$ cat src/rtl/weight_buf_writer.sv
`default_nettype none
// ============================================================================
// Module      : weight_buf_writer
// Description : Write-side controller for the weight buffer. Accepts
//               OUTPUT_NUM weight words over valid/ready, writes them to
//               addresses 0..OUTPUT_NUM-1, then holds the buffer full until
//               the read side releases it.
// Revision    : 1.0 - initial release
// ============================================================================
module weight_buf_writer #(
  parameter int DATA_W     = 16,
  parameter int MEM_ADDR   = 4,
  parameter int OUTPUT_NUM = 14
) (
  input  logic                clk,
  input  logic                reset,
  input  logic                start_i,
  input  logic                release_i,
  input  logic                in_valid_i,
  input  logic [DATA_W-1:0]   in_data_i,
  output logic                in_ready_o,
  output logic                wr_en_o,
  output logic [MEM_ADDR-1:0] wr_addr_o,
  output logic [DATA_W-1:0]   wr_data_o,
  output logic                load_done_o,
  output logic                buf_full_o,
  output logic                busy_o
);

  localparam logic [MEM_ADDR-1:0] C_LAST_ADDR = MEM_ADDR'(OUTPUT_NUM - 1);

  typedef enum logic [1:0] {
    IDLE = 2'd0,
    LOAD = 2'd1,
    FULL = 2'd2
  } state_t;

  state_t              state_q, state_d;
  logic [MEM_ADDR-1:0] wr_cnt_q, wr_cnt_d;
  logic                wr_en_q, wr_en_d;
  logic [MEM_ADDR-1:0] wr_addr_q, wr_addr_d;
  logic [DATA_W-1:0]   wr_data_q, wr_data_d;
  logic                load_done_q, load_done_d;
  logic                w_accept;
  logic                w_last;

  // Handshake flags are decoded from the state register only, so in_ready
  // drops the cycle after the final accept and no extra word slips in.
  always_comb begin
    w_accept = in_valid_i && (state_q == LOAD);
    w_last   = (wr_cnt_q == C_LAST_ADDR);
  end

  // Next-state, write counter and registered memory-port values.
  always_comb begin
    state_d     = state_q;
    wr_cnt_d    = wr_cnt_q;
    wr_en_d     = 1'b0;
    wr_addr_d   = wr_addr_q;
    wr_data_d   = wr_data_q;
    load_done_d = 1'b0;
    case (state_q)
      IDLE: begin
        if (start_i) begin
          state_d  = LOAD;
          wr_cnt_d = '0;
        end
      end
      LOAD: begin
        if (w_accept) begin
          wr_en_d   = 1'b1;
          wr_addr_d = wr_cnt_q;
          wr_data_d = in_data_i;
          if (w_last) begin
            wr_cnt_d    = '0;
            state_d     = FULL;
            load_done_d = 1'b1;
          end else begin
            wr_cnt_d = wr_cnt_q + 1'b1;
          end
        end
      end
      FULL: begin
        // A release with a simultaneous start refills back-to-back.
        if (release_i) begin
          if (start_i) begin
            state_d  = LOAD;
            wr_cnt_d = '0;
          end else begin
            state_d = IDLE;
          end
        end
      end
      default: begin
        state_d  = IDLE;
        wr_cnt_d = '0;
      end
    endcase
  end

  // State and output registers; reset dominates every other input.
  always_ff @(posedge clk) begin
    if (reset) begin
      state_q     <= IDLE;
      wr_cnt_q    <= '0;
      wr_en_q     <= 1'b0;
      wr_addr_q   <= '0;
      wr_data_q   <= '0;
      load_done_q <= 1'b0;
    end else begin
      state_q     <= state_d;
      wr_cnt_q    <= wr_cnt_d;
      wr_en_q     <= wr_en_d;
      wr_addr_q   <= wr_addr_d;
      wr_data_q   <= wr_data_d;
      load_done_q <= load_done_d;
    end
  end

  // Output mapping.
  always_comb begin
    in_ready_o  = (state_q == LOAD);
    busy_o      = (state_q == LOAD);
    buf_full_o  = (state_q == FULL);
    wr_en_o     = wr_en_q;
    wr_addr_o   = wr_addr_q;
    wr_data_o   = wr_data_q;
    load_done_o = load_done_q;
  end

endmodule
`default_nettype wire
$ cat config.mk
export PLATFORM = sky130hd
export DESIGN_NAME = weight_buf_writer
export DESIGN_NICKNAME = d
export VERILOG_FILES = /design/src/rtl/weight_buf_writer.sv
export SDC_FILE = /design/constraint.sdc
export NUM_CORES = 1
export LEC_CHECK = 0
export ABC_CLOCK_PERIOD_IN_PS = 1380
export CAP_MARGIN = 20
export CORE_MARGIN = 2
export CORE_UTILIZATION = 43
export CTS_BUF_LIST = sky130_fd_sc_hd__clkbuf_8
export CTS_CLUSTER_DIAMETER = 100
export DETAILED_ROUTE_END_ITERATION = 7
export PLACE_DENSITY = 0.81
export SYNTH_ARGS = -nofsm -noshare
export SYNTH_HDL_FRONTEND = slang
export SYNTH_SLANG_ARGS = --single-unit
$ cat constraint.sdc
create_clock -name clk -period 1.38 [get_ports clk]
set_input_delay 0.207 -clock clk [delete_from_list [all_inputs] [get_ports clk]]
set_output_delay 0.207 -clock clk [all_outputs]
set_load 0.005 [all_outputs]
After elaboration in Yosys (flattened, before gate mapping):

Cells that the tools add are included.
Widths: inputs -> output; s select.

* register bits after elaboration: 28
* input bits: 21
* word-level logic and storage cells: 36

* add/subtract/negate cells: 1
* equal/unequal tests: 7
* multiplexer cells: 13
* bitwise operators: 2
* reductions and logical operators: 7

Operator list (count)
* $mux 4: 4
* $pmux 4 s3: 1
* $mux 2: 4
* $pmux 2 s3: 1
* $add 4x1->4 const B: 1
* $eq 4x4->1 const B: 1
* $ne 2x1->1 const B: 2
* $ne 2x2->1 const B: 2
* $reduce_and 2->1: 2
* $reduce_and 4->1: 1
* $mux 1: 3
* $reduce_or 3->1: 1
* $eq 2x1->1 const B: 1
* $eq 2x2->1 const B: 1
* $logic_not 2->1: 1
* $not 1->1: 2
* $reduce_or 2->1: 1
* $logic_and 1x1->1: 1

Depth between registers and ports, before layout:

Gate-level depths: netlist of the first run.

* depth after elaboration: 4
* mapped depth: 5
* depth with buffers taken out: 5

Worst setup path before layout of the first run:

OpenSTA, ideal clock, no wires.

* kind: register to register
* start point: reg wr_cnt_q[1]
* end point: reg wr_cnt_q[1]
* library setup time: 92 ps
* data arrival time: 1070 ps
* setup slack: 217 ps
* stages on the path, launching flop included: 6
* cells stage by stage: dfxtp_1 inv_1 ha_1 nand3_1 nand4b_1 o32ai_1

* word-level cells in the longest chain between the ends: 4

RTL lines
* start, declared: line 39 `logic [MEM_ADDR-1:0] wr_cnt_q, wr_cnt_d;`
* start signal, assigned: line 112 `wr_cnt_q <= wr_cnt_d;`
* $add 4x1->4 / $eq 4x4->1 (equally long branches): line 79, 51
* $mux 4: line 74 `if (w_last) begin`
* $mux 4: line 70 `if (w_accept) begin`
* $pmux 4 s3 (*): line 62 `case (state_q)`

Every way passes the cells marked *; elsewhere a longest branch is shown, timed or not. The select of a mux whose other input is x is not followed.
A chain may end at the register's enable or synchronous reset.

Worst setup path in the final report of the first run:

* start point: reg wr_data_q[1], in the netlist wr_data_o[1]
* end point: out wr_data_o[1]

RTL lines
* start, declared: line 42 `logic [DATA_W-1:0] wr_data_q, wr_data_d;`
* start signal, assigned: line 115 `wr_data_q <= wr_data_d;`
* end, declared: line 24 `output logic [DATA_W-1:0] wr_data_o,`

No word-level cell between the ends.

==> results of run 1 <==
Yosys cell counts (all sizes together):
master / n
nand2: 42
or2: 1
a41oi: 1
ha: 2
nand4b: 1
clkbuf: 2
o21ai: 2
and2b: 1
inv: 1
o32ai: 1
a21oi: 22
nor3: 1
buf: 6
nand2b: 3
nand3: 3
o22ai: 1
a311oi: 3
nand3b: 2
nor2b: 3
nor2: 2
and3b: 1
o21ba: 1
dfxtp: 28
cell type report:
| cell class | instances | share of cell area (%) |
|---|---|---|
| repair buffers | 62 | 33.33 |
| flip-flops and latches | 28 | 32.54 |
| multi-input cells | 93 | 28.56 |
| clock buffers | 4 | 3.181 |
| well taps | 30 | 2.169 |
| inverters | 1 | 0.2169 |
metrics by stage:
step / total power (uW) / util [%] / hold WS [ns] / std cells / setup WS (ns)
4_1_cts: 1677 / 70.27 / 0.4614 / 218 / 0.01206
3_3_place_gp: 1169 / 67.08 / 0.4413 / 211 / -0.02484
6_report: 1666 / 71.14 / 0.4580 / 218 / 0.04786
2_1_floorplan: 994.5 / - / 0.3430 / 130 / 0.2173
3_5_place_dp: 1180 / 67.08 / 0.4491 / 211 / -0.09696
5_1_grt: 1752 / 71.14 / 0.4623 / 218 / -0.01719
layer usage:
| metal | routed length, um | part of all wire [%] |
|---|---|---|
| met5 | 0 | 0 |
| met4 | 47 | 1.7 |
| met2 | 1394 | 52 |
| met1 | 1073 | 40 |
| met3 | 185 | 6.8 |
worst paths after layout:
check	end	start	depth (start not counted)
setup / recovery	wr_data_o[1]	wr_data_o[1]	1
hold / removal	wr_data_o[9]	wr_data_o[9]	2
setup reg to reg	wr_cnt_q[2]	state_q[1]	5
hold reg to reg	wr_data_o[9]	wr_data_o[9]	2
power by group through the flow:
stage | logic (uW) | registers, uW | clock network, uW
floorplan | 111 | 883 | 0
global placement | 293 | 876 | 0
detailed placement | 303 | 877 | 0
CTS | 313 | 857 | 506
global route | 347 | 862 | 543
finish | 316 | 858 | 492
registers in the layout, indices dropped and copies added (netlist names):
name	cells
wr_cnt_q	4
load_done_o	1
wr_data_o	16
state_q	2
wr_addr_o	4
wr_en_o	1
kinds of logic after synthesis:
family	count (synthesis)	share of synthesized area (%)
AO/OA/AOI/OAI	31	16.73
adder cells (fa/ha/maj)	2	2.323
buffers and inverters	9	3.949
flip-flops	28	52.03
AND/OR/NAND/NOR	60	24.97
what timing repair did:
action / CTS / global route
pin swaps: 0 / 2
hold buffers: 0 / 0
setup buffers: 3 / 0
hold endpoints to repair: 0 / 0
setup endpoints to repair: 3 / 18
resized for setup: 6 / 8
==> results.md, run 1 <==
- Run status: complete, no violations
- CTS tree: yes
- Vias in the first global route: 956
- DR vias: 1086
- Row count: 18
- Nets: 212
- Number of max-cap violations: 0
- Met1 usage: 20.89%
- Worst-margin pin slew: 0.3254 ns
- GR Util met2: 34.35%
- Filler Cells Inserted: 203
- Area of the multi-input gates: 494.2 um^2
- Net Sw Frac: 23.10%
- Post-DRT Antenna Nets: 0
- Yosys top cell area share: 52.03%
- CORE AREA: around 0.0024 mm^2
- Post-synth cell types: 26
- Clk root buf: clkbuf_8
- Full die area: 0.002922 mm^2
- Vias/cell: 4.982
- Routability Congestion: 0.8234
- First-pass GRT wire length: 3.953 mm
- Worst path max stage delay: 0.51 ns
- Sw power: 384.9 uW
- Worst Setup Start Kind: register
- Largest net degree at the start of global routing: 16
- Crit-path max FO: 2
- CP cell instances: clkdlybuf4s50_1
- Final Skew: between 0.005 and 0.006 ns
- Power Density: 962.9 mW/mm^2
- Synthesized area: 0.001077 mm^2
- Slew Limit Headroom: 78.24%
- Peak VDD IR: 746.6 uV
- N_diodes: 0
- Commonest non-fill, non-tap cell in the layout: nand2_1
- DIE HEIGHT: 54.06 um
- Worst path bufs/invs: 1
- Final setup vio count: 0
- Fmax: 750.7 MHz
- Slowest cell on crit path: clkdlybuf4s50_1
- Synth top area cells: dfxtp_1, nand2_1, a21oi_1
- GRT overflow: 0
- Clock latency on the worst-skew pair: ~0.27 ns
- Placed inst area: around 0.0016 mm^2
- Num ports: 46
- Internal power: 1281 uW
- Min Tclk post-route: 1.332 ns
- Final Hold Fails: 0
- CTS Buf Count: 3
- Final Cycle Share: 96.53%
- Initial core utilization: between 40% and 50%
- Area Overhead vs Synth: 60.63%
- DP HPWL: 2.056 mm
- Register area: 563.0 um^2
- Critical Path Sink Type: primary output
- Post-synth top area cell: dfxtp_1
- Seq pwr share: between 50 and 60%
- R2R Setup Slk: around 0.048 ns
- #FFs+latches synth: 28
- Kind of critical path: register to primary output
- Leak: 0.0006631 uW
- Synthesis Warnings: 0
- GRT Total Usage: a little under a fifth
- Share of cells above drive strength 1: 16.49%
- CTS clock-pin slew for the worst setup and hold paths: 0.09 ns
- Combinational share of power: about a fifth
- Wire per inst: 12.39 um
- Clock H-tree levels: 1
- DRC: 0
- Met3 GRT Util: ~3.9%
- CTS sink cnt: 28
- Number of detailed-route iterations in the first pass: 4
- Drt total wl: 2.701 mm
- Clock power share: 29.6%
- Initial antenna violation count: 0
- Post-Syn Instances: 130
- Post-synthesis sequential area ratio: between 50% and 60%
- DR iter-0 viols: 21
- Setup tns final: 0 ns
- Clock buffer depth: 2
- Family with the most delay on the worst path: buffers and inverters
- Net Count, Synth: 153
- Worst EP required: 1.17 ns
- Slew Limit Fails: 0
- Syn Area/Cell: 8.287 um^2
- Most frequent cells in the layout: nand2_1, clkdlybuf4s50_1, dfxtp_1
- Hold crit path type: register to register
- Gr busiest metal: met2
- # port buffers: 45
- Critical Path AT: 1.13 ns
- Die Wd: 54.06 um
- Final Cell Area: 0.001730 mm^2
No activity file was read; power rests on OpenSTA's default activity.
==> inputs of run 2 (changes only) <==
--- a/config.mk
+++ b/config.mk
@@ -7,12 +7,12 @@
 export LEC_CHECK = 0
 export ABC_CLOCK_PERIOD_IN_PS = 1380
 export CAP_MARGIN = 20
-export CORE_MARGIN = 2
+export CORE_MARGIN = 3
 export CORE_UTILIZATION = 43
 export CTS_BUF_LIST = sky130_fd_sc_hd__clkbuf_8
 export CTS_CLUSTER_DIAMETER = 100
 export DETAILED_ROUTE_END_ITERATION = 7
-export PLACE_DENSITY = 0.81
+export PLACE_DENSITY = 0.93
 export SYNTH_ARGS = -nofsm -noshare
 export SYNTH_HDL_FRONTEND = slang
 export SYNTH_SLANG_ARGS = --single-unit
==> run 2 against run 1 <==
Net effect:
- sequential power rose by 0.5%
- clock skew fell by 0.0043 ns
- via count rose by 0.92%
- non-clock buffer count fell by 7
- critical endpoint is now wr_addr_o[3]
==> results.md, run 2 (same netlist as run 1, synthesis figures left out) <==
- Run status: complete, no violations
- Peak VDD IR: 589.8 uV
- GRT overflow: 0
- Placement Setup Slack: -0.09944 ns
- Vias/cell: 5.269
- Final Hold Fails: 0
- Setup WS post-layout: 0.03896 ns
- Final setup vio count: 0
- Clock power share: 26.7%
- Number of max-cap violations: 0
- Final std cells w/o fill: 208
- Seq pwr share: 54.8%
- DR vias: around 1.1k
- Largest net degree at the start of global routing: 23
- Clock buffer depth: 2
- Final Cycle Share: 97.18%
- Combinational share of power: 18.6%
- Leak: 0.0006069 uW
- Kind of critical path: register to primary output
- Hold crit path type: register to register
- Sw power: between 300 and 400 uW
- Number of detailed-route iterations in the first pass: 4
- Power Density: 950.3 mW/mm^2
- Drt total wl: around 2.7 mm
- Clock latency on the worst-skew pair: 0.27 ns
- CORE AREA: 0.002297 mm^2
- CTS clock-pin slew for the worst setup and hold paths: roughly 0.080 ns
- Row count: 17
- Max reg flops: 16
- DRC: 0
- Area Overhead vs Synth: 53.66%
- Placed cell count: 205
- Share of cells above drive strength 1: 10.56%
- Worst EP required: about 1.2 ns
- CTS sink cnt: 28
- GRT Total Usage: 17.87%
- Most frequent cells in the layout: nand2_1, clkdlybuf4s50_1, dfxtp_1
- Worst path max stage delay: 0.51 ns
- Initial antenna violation count: 0
- Vias in the first global route: 1059
- Wire per inst: 13.20 um
- Clock H-tree levels: 1
- Fmax: about 750 MHz
- Nets: 205
- Post-CTS Hold Buffers: 0
- CTS Buf Count: 3
- CP cell instances: clkdlybuf4s50_1
- Internal power: 1207 uW
- Worst path bufs/invs: 1
- Final Skew: roughly 0.0015 ns
- Net Sw Frac: 23.25%
- CTS tree: yes
- Post-DRT Antenna Nets: 0
- Unrepaired setup endpoints after global routing: false
- Slowest cell on crit path: clkdlybuf4s50_1
- Critical Path Sink Type: primary output
- Initial core utilization: 46.90%
- N_diodes: 0
- DP HPWL: 2.081 mm
- Full die area: 0.003142 mm^2
- Clk root buf: clkbuf_8
- # port buffers: 45
- Slew Limit Headroom: 79.60%
- DR iter-0 viols: 33
- Routability Congestion: 0.7843
- Min Tclk post-route: 1.341 ns
- First-pass GRT wire length: 4.457 mm
- DIE HEIGHT: about 56 um
- Crit-path max FO: 2
- Die Wd: roughly 56 um
- Worst-margin pin slew: 0.3040 ns
- Critical Path AT: 1.13 ns
- Slew Limit Fails: 0
- Worst Setup Start Kind: register
- Family with the most delay on the worst path: buffers and inverters
- Num ports: 46
[run 2: final cells by class]
type / instances / area [um^2]
tap: 28 / 35.03
multi-input combinational: 93 / 478.0
sequential: 28 / 563.0
timing repair buffer: 55 / 534.3
fill: 164 / 641.9
clock buffer: 3 / 41.29
inverter: 1 / 3.754
[run 2: power groups by stage]
stage | Clock, uW | Sequential, uW | Combinational, uW
2_1_floorplan | 0 | 883 | 111
3_3_place_gp | 0 | 877 | 285
3_5_place_dp | 0 | 880 | 295
4_1_cts | 435 | 862 | 293
5_1_grt | 456 | 866 | 318
6_report | 419 | 862 | 292
[run 2: layer usage]
layer  vias to the layer above  part of all wire [%]  GRT usage [%]
li1                        534                     -              -
met1                       501                    39          19.40
met2                        55                    51          31.39
met3                         6                   7.6          3.712
met4                         0                   1.8          10.85
met5                         -                     0              0
[run 2: stage by stage]
step | instance area [um^2] | util [%] | hold WS (ns) | power [uW] | setup TNS (ns)
after floorplan | 1077 | - | 0.3430 | 994.5 | 0
after detailed placement | 1612 | 70.15 | 0.4473 | 1175 | -1.639
final | 1655 | 72.06 | 0.4568 | 1573 | 0
after global routing | 1655 | 72.06 | 0.4826 | 1640 | 0
after global placement | 1612 | 70.15 | 0.4415 | 1161 | -0.1633
after CTS | 1655 | 72.06 | 0.4594 | 1591 | 0
[run 2: final timing paths]
| kind | startpoint | endpoint | slack (ns) | depth (start not counted) |
|---|---|---|---|---|
| max reg2reg | wr_cnt_q[0] | wr_cnt_q[2] | 0.15 | 4 |
| min | wr_data_o[3] | wr_data_o[3] | 0.46 | 2 |
| min reg2reg | wr_data_o[3] | wr_data_o[3] | 0.46 | 2 |
| max | wr_addr_o[3] | wr_addr_o[3] | 0.04 | 1 |
[run 2: timing repair]
| item | in CTS | in global routing |
|---|---|---|
| buffers inserted | 0 | 0 |
| gates resized for setup | 7 | 0 |
| setup endpoints to repair | 3 | 0 |
[run 2: tightest hold or removal path, stage by stage (launching register included)]
cell and delay (ns):
dfxtp_1 0.31, nand2_1 0.05, a21oi_1 0.05
